**config.mk**
```make
export PLATFORM = sky130hd
export DESIGN_NAME = bp_table_ctrl
export DESIGN_NICKNAME = d
export VERILOG_FILES = /design/src/rtl/bp_pkg.sv /design/src/rtl/bp_counter_ram.sv /design/src/rtl/bp_table_ctrl.sv
export SDC_FILE = /design/constraint.sdc
export NUM_CORES = 1
export LEC_CHECK = 0
export CAP_MARGIN = 15
export CORE_UTILIZATION = 53
export DETAILED_ROUTE_END_ITERATION = 8
export PLACE_DENSITY = 0.83
export SYNTH_ARGS = -nofsm -noshare
export SYNTH_HDL_FRONTEND = slang
export SYNTH_HIERARCHICAL = 1
export SYNTH_SLANG_ARGS = --single-unit
```
**constraint.sdc**
```tcl
create_clock -name clk -period 3.9 [get_ports clk]
set_clock_uncertainty 0.05 [all_clocks]
set_input_delay 0.975 -clock clk [delete_from_list [all_inputs] [get_ports clk]]
set_output_delay 0.975 -clock clk [all_outputs]
set_load 0.05 [all_outputs]
```
**src/rtl/bp_pkg.sv**
```systemverilog
// Shared types and helpers for the 2-bit branch predictor table.
// Saturating counter arithmetic lives here so every user agrees on it.
package bp_pkg;

  typedef enum logic {
    BP_INIT,
    BP_RUN
  } bp_state_t;

  typedef logic [1:0] ctr2_t;

  localparam int    BP_INDEX_W  = 6;
  localparam ctr2_t BP_INIT_CTR = 2'b10;

  function automatic ctr2_t sat_inc(ctr2_t c);
    return (c == 2'b11) ? c : c + 2'b01;
  endfunction

  function automatic ctr2_t sat_dec(ctr2_t c);
    return (c == 2'b00) ? c : c - 2'b01;
  endfunction

endpackage

```
**src/rtl/bp_counter_ram.sv**
```systemverilog
// 1R/1W counter table, registered write-first read, array not reset.
// rd_force overrides the read register while the table is being swept.
module bp_counter_ram
  import bp_pkg::*;
#(
  parameter int    INDEX_W = BP_INDEX_W,
  parameter ctr2_t RST_VAL = BP_INIT_CTR
) (
  input  logic               clk,
  input  logic               rstn,
  input  logic [INDEX_W-1:0] rd_addr,
  input  logic               rd_force,
  input  ctr2_t              force_val,
  output ctr2_t              rd_q,
  input  logic               we,
  input  logic [INDEX_W-1:0] wr_addr,
  input  ctr2_t              wr_data
);

  localparam int DEPTH = 1 << INDEX_W;

  ctr2_t mem [DEPTH];

  always_ff @(posedge clk) begin
    if (we) mem[wr_addr] <= wr_data;
  end

  always_ff @(posedge clk or negedge rstn) begin
    if (!rstn)
      rd_q <= RST_VAL;
    else if (rd_force)
      rd_q <= force_val;
    else if (we && wr_addr == rd_addr)
      rd_q <= wr_data;
    else
      rd_q <= mem[rd_addr];
  end

endmodule

```
**src/rtl/bp_table_ctrl.sv**
```systemverilog
// Branch predictor table controller: init sweep FSM, EX copy, updates.
// Define BP_STATS_EN to add branch/mispredict statistics counters.
module bp_table_ctrl
  import bp_pkg::*;
#(
  parameter int    INDEX_W  = BP_INDEX_W,
  parameter ctr2_t INIT_CTR = BP_INIT_CTR
) (
  input  logic        clk,
  input  logic        rstn,
  input  logic        stall,
  input  logic        flush_req,
  input  logic [15:0] pc_IF,
  input  logic [15:0] pc_EX,
  input  logic        branch_EX,
  input  logic        branch_result_EX,
  output logic        branch_predict_ID,
  output logic        ready
`ifdef BP_STATS_EN
  ,
  output logic [31:0] stat_branches,
  output logic [31:0] stat_mispredicts
`endif
);

  localparam logic [INDEX_W-1:0] IDX_MAX = '1;

  bp_state_t          state, state_nxt;
  logic [INDEX_W-1:0] idx, idx_nxt;
  ctr2_t              rd_q;
  ctr2_t              ex_q;
  logic               in_init;
  logic               upd;
  logic               we;
  logic [INDEX_W-1:0] wr_addr;
  ctr2_t              wr_data;
  logic               unused_pc;

  assign unused_pc = ^{pc_IF[15:INDEX_W], pc_EX[15:INDEX_W]};

  always_ff @(posedge clk or negedge rstn) begin
    if (!rstn) begin
      state <= BP_INIT;
      idx   <= '0;
    end else begin
      state <= state_nxt;
      idx   <= idx_nxt;
    end
  end

  always_comb begin
    state_nxt = state;
    idx_nxt   = idx;
    unique case (state)
      BP_INIT: begin
        if (flush_req) begin
          idx_nxt = '0;
        end else begin
          idx_nxt = idx + 1'b1;
          if (idx == IDX_MAX) state_nxt = BP_RUN;
        end
      end
      BP_RUN: begin
        if (flush_req) begin
          state_nxt = BP_INIT;
          idx_nxt   = '0;
        end
      end
      default: begin
        state_nxt = BP_INIT;
        idx_nxt   = '0;
      end
    endcase
  end

  assign in_init = (state == BP_INIT);
  // A flush in the same cycle drops the update.
  assign upd     = !in_init && branch_EX && !flush_req;
  assign we      = in_init || upd;
  assign wr_addr = in_init ? idx : pc_EX[INDEX_W-1:0];

  always_comb begin
    wr_data = INIT_CTR;
    if (!in_init)
      wr_data = branch_result_EX ? sat_inc(ex_q) : sat_dec(ex_q);
  end

  bp_counter_ram #(
    .INDEX_W (INDEX_W),
    .RST_VAL (INIT_CTR)
  ) u_ram (
    .clk       (clk),
    .rstn      (rstn),
    .rd_addr   (pc_IF[INDEX_W-1:0]),
    .rd_force  (in_init),
    .force_val (INIT_CTR),
    .rd_q      (rd_q),
    .we        (we),
    .wr_addr   (wr_addr),
    .wr_data   (wr_data)
  );

  always_ff @(posedge clk or negedge rstn) begin
    if (!rstn)
      ex_q <= INIT_CTR;
    else if (!stall)
      ex_q <= rd_q;
  end

  assign branch_predict_ID = rd_q[1];
  assign ready             = (state == BP_RUN);

`ifdef BP_STATS_EN
  always_ff @(posedge clk or negedge rstn) begin
    if (!rstn) begin
      stat_branches    <= '0;
      stat_mispredicts <= '0;
    end else if (upd) begin
      if (stat_branches != '1)
        stat_branches <= stat_branches + 32'd1;
      if (ex_q[1] != branch_result_EX && stat_mispredicts != '1)
        stat_mispredicts <= stat_mispredicts + 32'd1;
    end
  end
`endif

endmodule

```
Word-level counts from Yosys, hierarchy flattened --
Memory sizes are Yosys's and may differ from the RTL's. Index checks and enable logic that the tools add are counted.
Cells by class: bitwise logic cells 1, eq/ne operators 4, $add $sub $neg 3, reductions and logical operators 6, mux-type cells 16
Operators by type and width (count):
- 2-to-1 mux 6 bit | 3
- 2-to-1 mux 2 bit | 6
- one-hot mux 6 bit (2 select lines) | 1
- adder 6 x 1 -> 6 bit, second input constant | 1
- equality test 6 bit | 1
- equality test 6 bit, second input constant | 1
- 2-to-1 mux 1 bit | 5
- logical AND 1 bit | 3
- adder 2 x 1 -> 2 bit, second input constant | 1
- equality test 2 bit, second input constant | 1
- zero test 2 bit | 1
- != test 2 bit, second input constant | 1
- one-hot mux 1 bit (2 select lines) | 1
- subtractor 2 x 1 -> 2 bit, second input constant | 1
- zero test 1 bit | 1
- logical OR 1 bit | 1
- NOT 1 bit | 1
Storage, ports and cells: memories 1, RAM bits 128, output and inout port bits 2, word-level logic and storage cells 35, flip-flop bits (word level) 11, input port bits 38
Memory list:
- u_ram.mem | depth 64, bits a word 2, rd ports 1, clocked after Yosys merged registers in 0, write ports 1, line bp_counter_ram.sv:22 | ctr2_t mem [DEPTH];

Logic depth before layout (Yosys ltp) --
depth after elaboration 6, gate-level depth with buffers 10, mapped depth without buffers 8

Hierarchy --
Netlist, hierarchy kept.
By module, submodules not included:
- bp_counter_ram | cells each 349, seq. area each 3895.0 µm², instances 1, area each 5709.2 µm²
- bp_table_ctrl | cells each 55, seq. area each 226.5 µm², instances 1, area each 525.5 µm²

Worst setup path before layout --
Ideal clock, no wire load.
kind input-to-reg, start in branch_result_EX, end mem u_ram/mem[0][1] (netlist bit), data pin, arrival time 3599 ps, setup time 712 ps, data required time 3138 ps, path buffers 0, slack -461 ps, stages 2, cell sequence a21oi_1 -> o21ai_0
On the way: longest elaborated chain between the ends 2
RTL lines:
- start: declaration | line bp_table_ctrl.sv:16 | input logic branch_result_EX,
- 2-to-1 mux 2 bit | line bp_table_ctrl.sv:85 | wr_data = branch_result_EX ? sat_inc(ex_q) : sat_dec(ex_q);
- 2-to-1 mux 2 bit | line bp_table_ctrl.sv:84 | if (!in_init)
- named net wr_data[1] | line bp_table_ctrl.sv:36 | ctr2_t wr_data;
- end: declaration | line bp_counter_ram.sv:22
The timed path passes the listed nets, and every way through them passes these cells.

Worst setup path in the final report --
start reg state (netlist: ready), end out ready
RTL lines:
- start: declaration | line bp_table_ctrl.sv:28 | bp_state_t state, state_nxt;
- start signal: assignment | line bp_table_ctrl.sv:46 | state <= state_nxt;
- end: declaration | line bp_table_ctrl.sv:18 | output logic ready
No word-level cell between the ends.

==> Implementation_results.wiki <==
{| class="wikitable"
! Metric !! Value
|-
| Run status || finished clean
|-
| Post CTS Setup Buffer Count || 0
|-
| Number of sinks handled by clock tree synthesis || between 100 and 150
|-
| Final estimated routing congestion in global placement || roughly 0.81
|-
| Placement Rows || 39
|-
| CP max stage delay || roughly 0.91 ns
|-
| Maximum vdd drop || about 0.46 mV
|-
| Number of global-route vias before repair || about 3,700
|-
| Total of flip-flops plus latches after synthesis || approximately 140
|-
| Area of all placed cells without fillers || about 0.0072 mm2
|-
| Port buffer count || 19
|-
| Total length of routed wires || between 10,000 and 15,000 um
|-
| Final standard cell utilization of the core || a little over three fifths
|-
| CTS tree || done
|-
| Vias per Instance || between 6 and 7
|-
| Unrepaired setup endpoints after global routing || no
|-
| Number of placed instances with taps included || roughly 560
|-
| Total I/O pin count || 40
|-
| Post-synthesis cell count || just over 400
|-
| Fill cells || approximately 800
|-
| DRC Markers || 0
|-
| Pin count of the biggest net entering global routing || 45
|-
| Type of element capturing the critical path || primary output
|-
| Top area cells in the synthesized netlist || sky130_fd_sc_hd__edfxtp_1 (62%), sky130_fd_sc_hd__mux4_1 (8.9%), sky130_fd_sc_hd__nor2_1 (4.6%), sky130_fd_sc_hd__dfrtp_1 (3.6%), sky130_fd_sc_hd__mux2i_1 (3.4%)
|-
| Number of maximum-capacitance constraint violations || 0
|-
| Number of buffers added by the clock tree synthesis step || 17
|-
| Total Power Consumption || approximately 3.4 mW
|-
| Most instantiated flip-flop cell in the synthesis netlist || sky130_fd_sc_hd__edfxtp_1
|-
| Maximum clock frequency || approximately 0.33 GHz
|-
| Distinct cell type count after synthesis || 50
|-
| Synth top area share || about three fifths
|-
| Clock-pin slew of the registers on the worst-case setup and hold paths || ~0.060 ns
|-
| Dpl cell area || roughly 0.0066 mm2
|-
| Overall fraction of global-route tracks in use || 22.6%
|-
| Start-to-end type of the worst setup path || reg -> out
|-
| Sum of overflow across all layers after global routing || 0
|-
| Final hold viol count || 0
|-
| Fraction of synthesized area in multiplexers || 15.1%
|-
| Vias || around 3,600
|-
| Global-route wire length before repair || ~20,000 um
|-
| Main combinational cell family by area after synthesis || multiplexers
|-
| Buffer levels on the longest clock path || 2
|-
| Fraction of final layout cells with drive strength greater than 1 || between 10% and 20%
|-
| WP data required || between 2 and 3 ns
|-
| Synthesis warning total || 6
|-
| Number of cells on the worst reg-to-reg path || 8
|-
| Post-synthesis share of cell area spent on and, or, nand and nor gates || between 9 and 10%
|-
| Pins Over Slew Limit || 0
|-
| Starting utilization of the core area || a little over half
|-
| Adder and majority cell fraction of the synthesized area || less than 1%
|-
| Share of the synthesized area in compound gates (AO/OA/AOI/OAI) || under 10%
|-
| Cell Area, Synth || 0.00623 mm2
|-
| Core area || approximately 0.011 mm2
|-
| Time the final worst path needs with I/O delays and setup || about 3.1 ns
|-
| Maximum net fanout on the critical path || 15
|-
| Violation count after the first detailed-routing iteration || around 520
|-
| Share of synthesized flip-flops with an asynchronous set or reset || 7.91%
|-
| Number of cells on the critical path || 1
|-
| Worst path slowest cell || sky130_fd_sc_hd__clkdlybuf4s50_1
|-
| Number of enable-type register cells in the synthesized netlist || 128
|-
| Worst hold path depth || 1
|-
| Depth of the CTS H-tree || 4
|-
| Worst path cell trace || clkdlybuf4s50_1
|-
| Die Ht || roughly 110 um
|-
| Final cell count without fillers || around 600
|-
| Synth-to-Final Area Change || 15.0%
|-
| Xor/xnor share of the synthesized area || under 10%
|-
| Max_slew headroom || between 50% and 60%
|-
| Horizontal die dimension || 110 um
|-
| CTS hold repair buffers || 0
|-
| Pin slew with the least headroom to its limit || ~0.66 ns
|-
| Register area share after synthesis || roughly two thirds
|-
| CP Buf/Inv Count || 1
|-
| Root buf cell || sky130_fd_sc_hd__clkbuf_16
|-
| Dominant delay contributor by cell family on the critical path || buffers and inverters
|-
| Total of endpoints with negative setup slack in the final report || 0
|-
| Number of iterations in the first detailed-routing pass || 5
|-
| Clk Latency, worst-skew pair || around 0.4 ns
|-
| Data arrival, critical path || slightly above 2 ns
|-
| Biggest area consumer among synthesized cells || sky130_fd_sc_hd__edfxtp_1
|-
| Net count after synthesis || 443
|-
| Power density relative to cell area || 479 mW/mm2
|-
| Post-route fraction of the period consumed by the critical path || between 70% and 80%
|-
| Total leakage power || between 2 and 2.5 nW
|-
| HPWL after DPL || between 8000 and 9000 um
|-
| Area enclosed by the die boundary || 0.0122 mm2
|-
| PostCTS Resize Cnt || 0
|-
| TNS Setup || 0 ns
|-
| Type of the worst min-delay path || reg -> reg
|-
| Number of antenna repair diodes || 0
|-
| Final layout net count || 470
|-
| Kind of start point of the critical path || flop
|-
| Remaining antenna violation count || 0
|-
| Initial antenna violation count || 0
|-
| Average wire per standard cell || 22.5 um
|-
| Avg Inst Size Synth || between 15 and 20 um2
|}
==> cell usage after synthesis, drive strengths merged (3+ instances only) <==
cell type / n
clkbuf: 12
dfrtp: 9
xnor2: 6
nor3: 3
or3: 4
o31ai: 3
buf: 10
a31oi: 3
nand2b: 4
nor2b: 7
mux2: 8
a21oi: 6
mux2i: 21
inv: 5
o21ai: 8
a22oi: 8
xor2: 3
nand3: 10
nor2: 77
mux4: 25
nand4: 4
nand2: 17
edfxtp: 128
==> worst paths after layout <==
path | from | endpoint | slack (ns)
max | ready$_DFF_PN0_ | ready | 0.85
min | u_ram/rd_q[0]$_DFF_PN0_ | ex_q[0]$_DFFE_PN0N_ | 0.46
max reg2reg | ready$_DFF_PN0_ | u_ram/rd_q[1]$_DFF_PN1_ | 1.24
min reg2reg | u_ram/rd_q[0]$_DFF_PN0_ | ex_q[0]$_DFFE_PN0N_ | 0.46
max in group asynchronous | rstn | ex_q[1]$_DFFE_PN1N_ | 2.59
min in group asynchronous | rstn | u_ram/rd_q[0]$_DFF_PN0_ | 0.85
==> area by class of cell <==
cell class                      count  area, um2  share of cell area [%]
Tap cell                          143        179                    2.49
Clock buffer                       17        425                    5.93
Multi-Input combinational cell    237       1950                    27.2
Clock inverter                     15        180                    2.51
Timing Repair Buffer               30        293                    4.08
Inverter                            6       22.5                   0.314
Sequential cell                   139       4120                    57.5
==> cell usage in the layout, fill, tap and decap left out, types with 2 or more instances in the layout <==
master and n:
sky130_fd_sc_hd__conb_1 2, sky130_fd_sc_hd__nand2b_1 3, sky130_fd_sc_hd__bufinv_16 2, sky130_fd_sc_hd__a21oi_1 5, sky130_fd_sc_hd__clkdlybuf4s50_1 18, sky130_fd_sc_hd__nor2_1 77
sky130_fd_sc_hd__buf_12 2, sky130_fd_sc_hd__a22oi_1 8, sky130_fd_sc_hd__mux2i_1 21, sky130_fd_sc_hd__dfrtp_1 9, sky130_fd_sc_hd__nor3_1 3, sky130_fd_sc_hd__nand3_1 10
sky130_fd_sc_hd__and3_1 2, sky130_fd_sc_hd__inv_8 2, sky130_fd_sc_hd__xor2_1 3, sky130_fd_sc_hd__buf_4 9, sky130_fd_sc_hd__mux2_2 8, sky130_fd_sc_hd__inv_1 5
sky130_fd_sc_hd__nand3b_1 2, sky130_fd_sc_hd__xnor2_1 5, sky130_fd_sc_hd__a31oi_1 3, sky130_fd_sc_hd__clkinv_4 2, sky130_fd_sc_hd__mux4_1 21, sky130_fd_sc_hd__nand4_1 3
sky130_fd_sc_hd__clkinvlp_4 2, sky130_fd_sc_hd__o31ai_1 2, sky130_fd_sc_hd__inv_6 5, sky130_fd_sc_hd__or3_1 4, sky130_fd_sc_hd__mux4_2 4, sky130_fd_sc_hd__edfxtp_1 128
sky130_fd_sc_hd__clkbuf_16 17, sky130_fd_sc_hd__dfstp_2 2, sky130_fd_sc_hd__o21ai_0 7, sky130_fd_sc_hd__nor2b_1 7, sky130_fd_sc_hd__nand2_1 17
==> sequential cells by signal, summed over array words and instances, names as in the netlist <==
register    cells
u_ram/mem     128
ex_q            2
ready           1
u_ram/rd_q      2
idx             6
==> cell families (layout without fill, tap and decap cells) <==
family | count (synthesis) | count (layout)
flip-flops | 139 | 139
AND/OR/NAND/NOR | 135 | 135
multiplexers | 54 | 54
AO/OA/AOI/OAI | 36 | 36
buffers and inverters | 28 | 68
XOR/XNOR | 9 | 9
other | 2 | 2
adder cells (fa/ha/maj) | 1 | 1
==> stage by stage <==
| step | hold WS [ns] | setup WS (ns) |
|---|---|---|
| after floorplan | 0.406 | 0.412 |
| after global placement | 0.415 | 0.557 |
| after detailed placement | 0.442 | 0.520 |
| after CTS | 0.460 | 0.831 |
| after global routing | 0.486 | 0.775 |
| final | 0.465 | 0.848 |
==> routing by layer <==
layer	vias to the layer above	global-route usage, %	wire length (um)
li1	1619	-	-
met1	1788	27.0	5060
met2	178	37.7	6770
met3	42	5.54	918
met4	0	12.8	490
met5	-	0	0
==> power breakdown <==
group	switching, mW	internal, mW	total, mW	leakage [nW]
sequential	0.00884	1.62	1.63	1.24
clock	0.655	0.966	1.62	0.292
combinational	0.109	0.0786	0.188	0.844
total	0.773	2.66	3.43	2.38
Power figures use the tool's default switching activity.
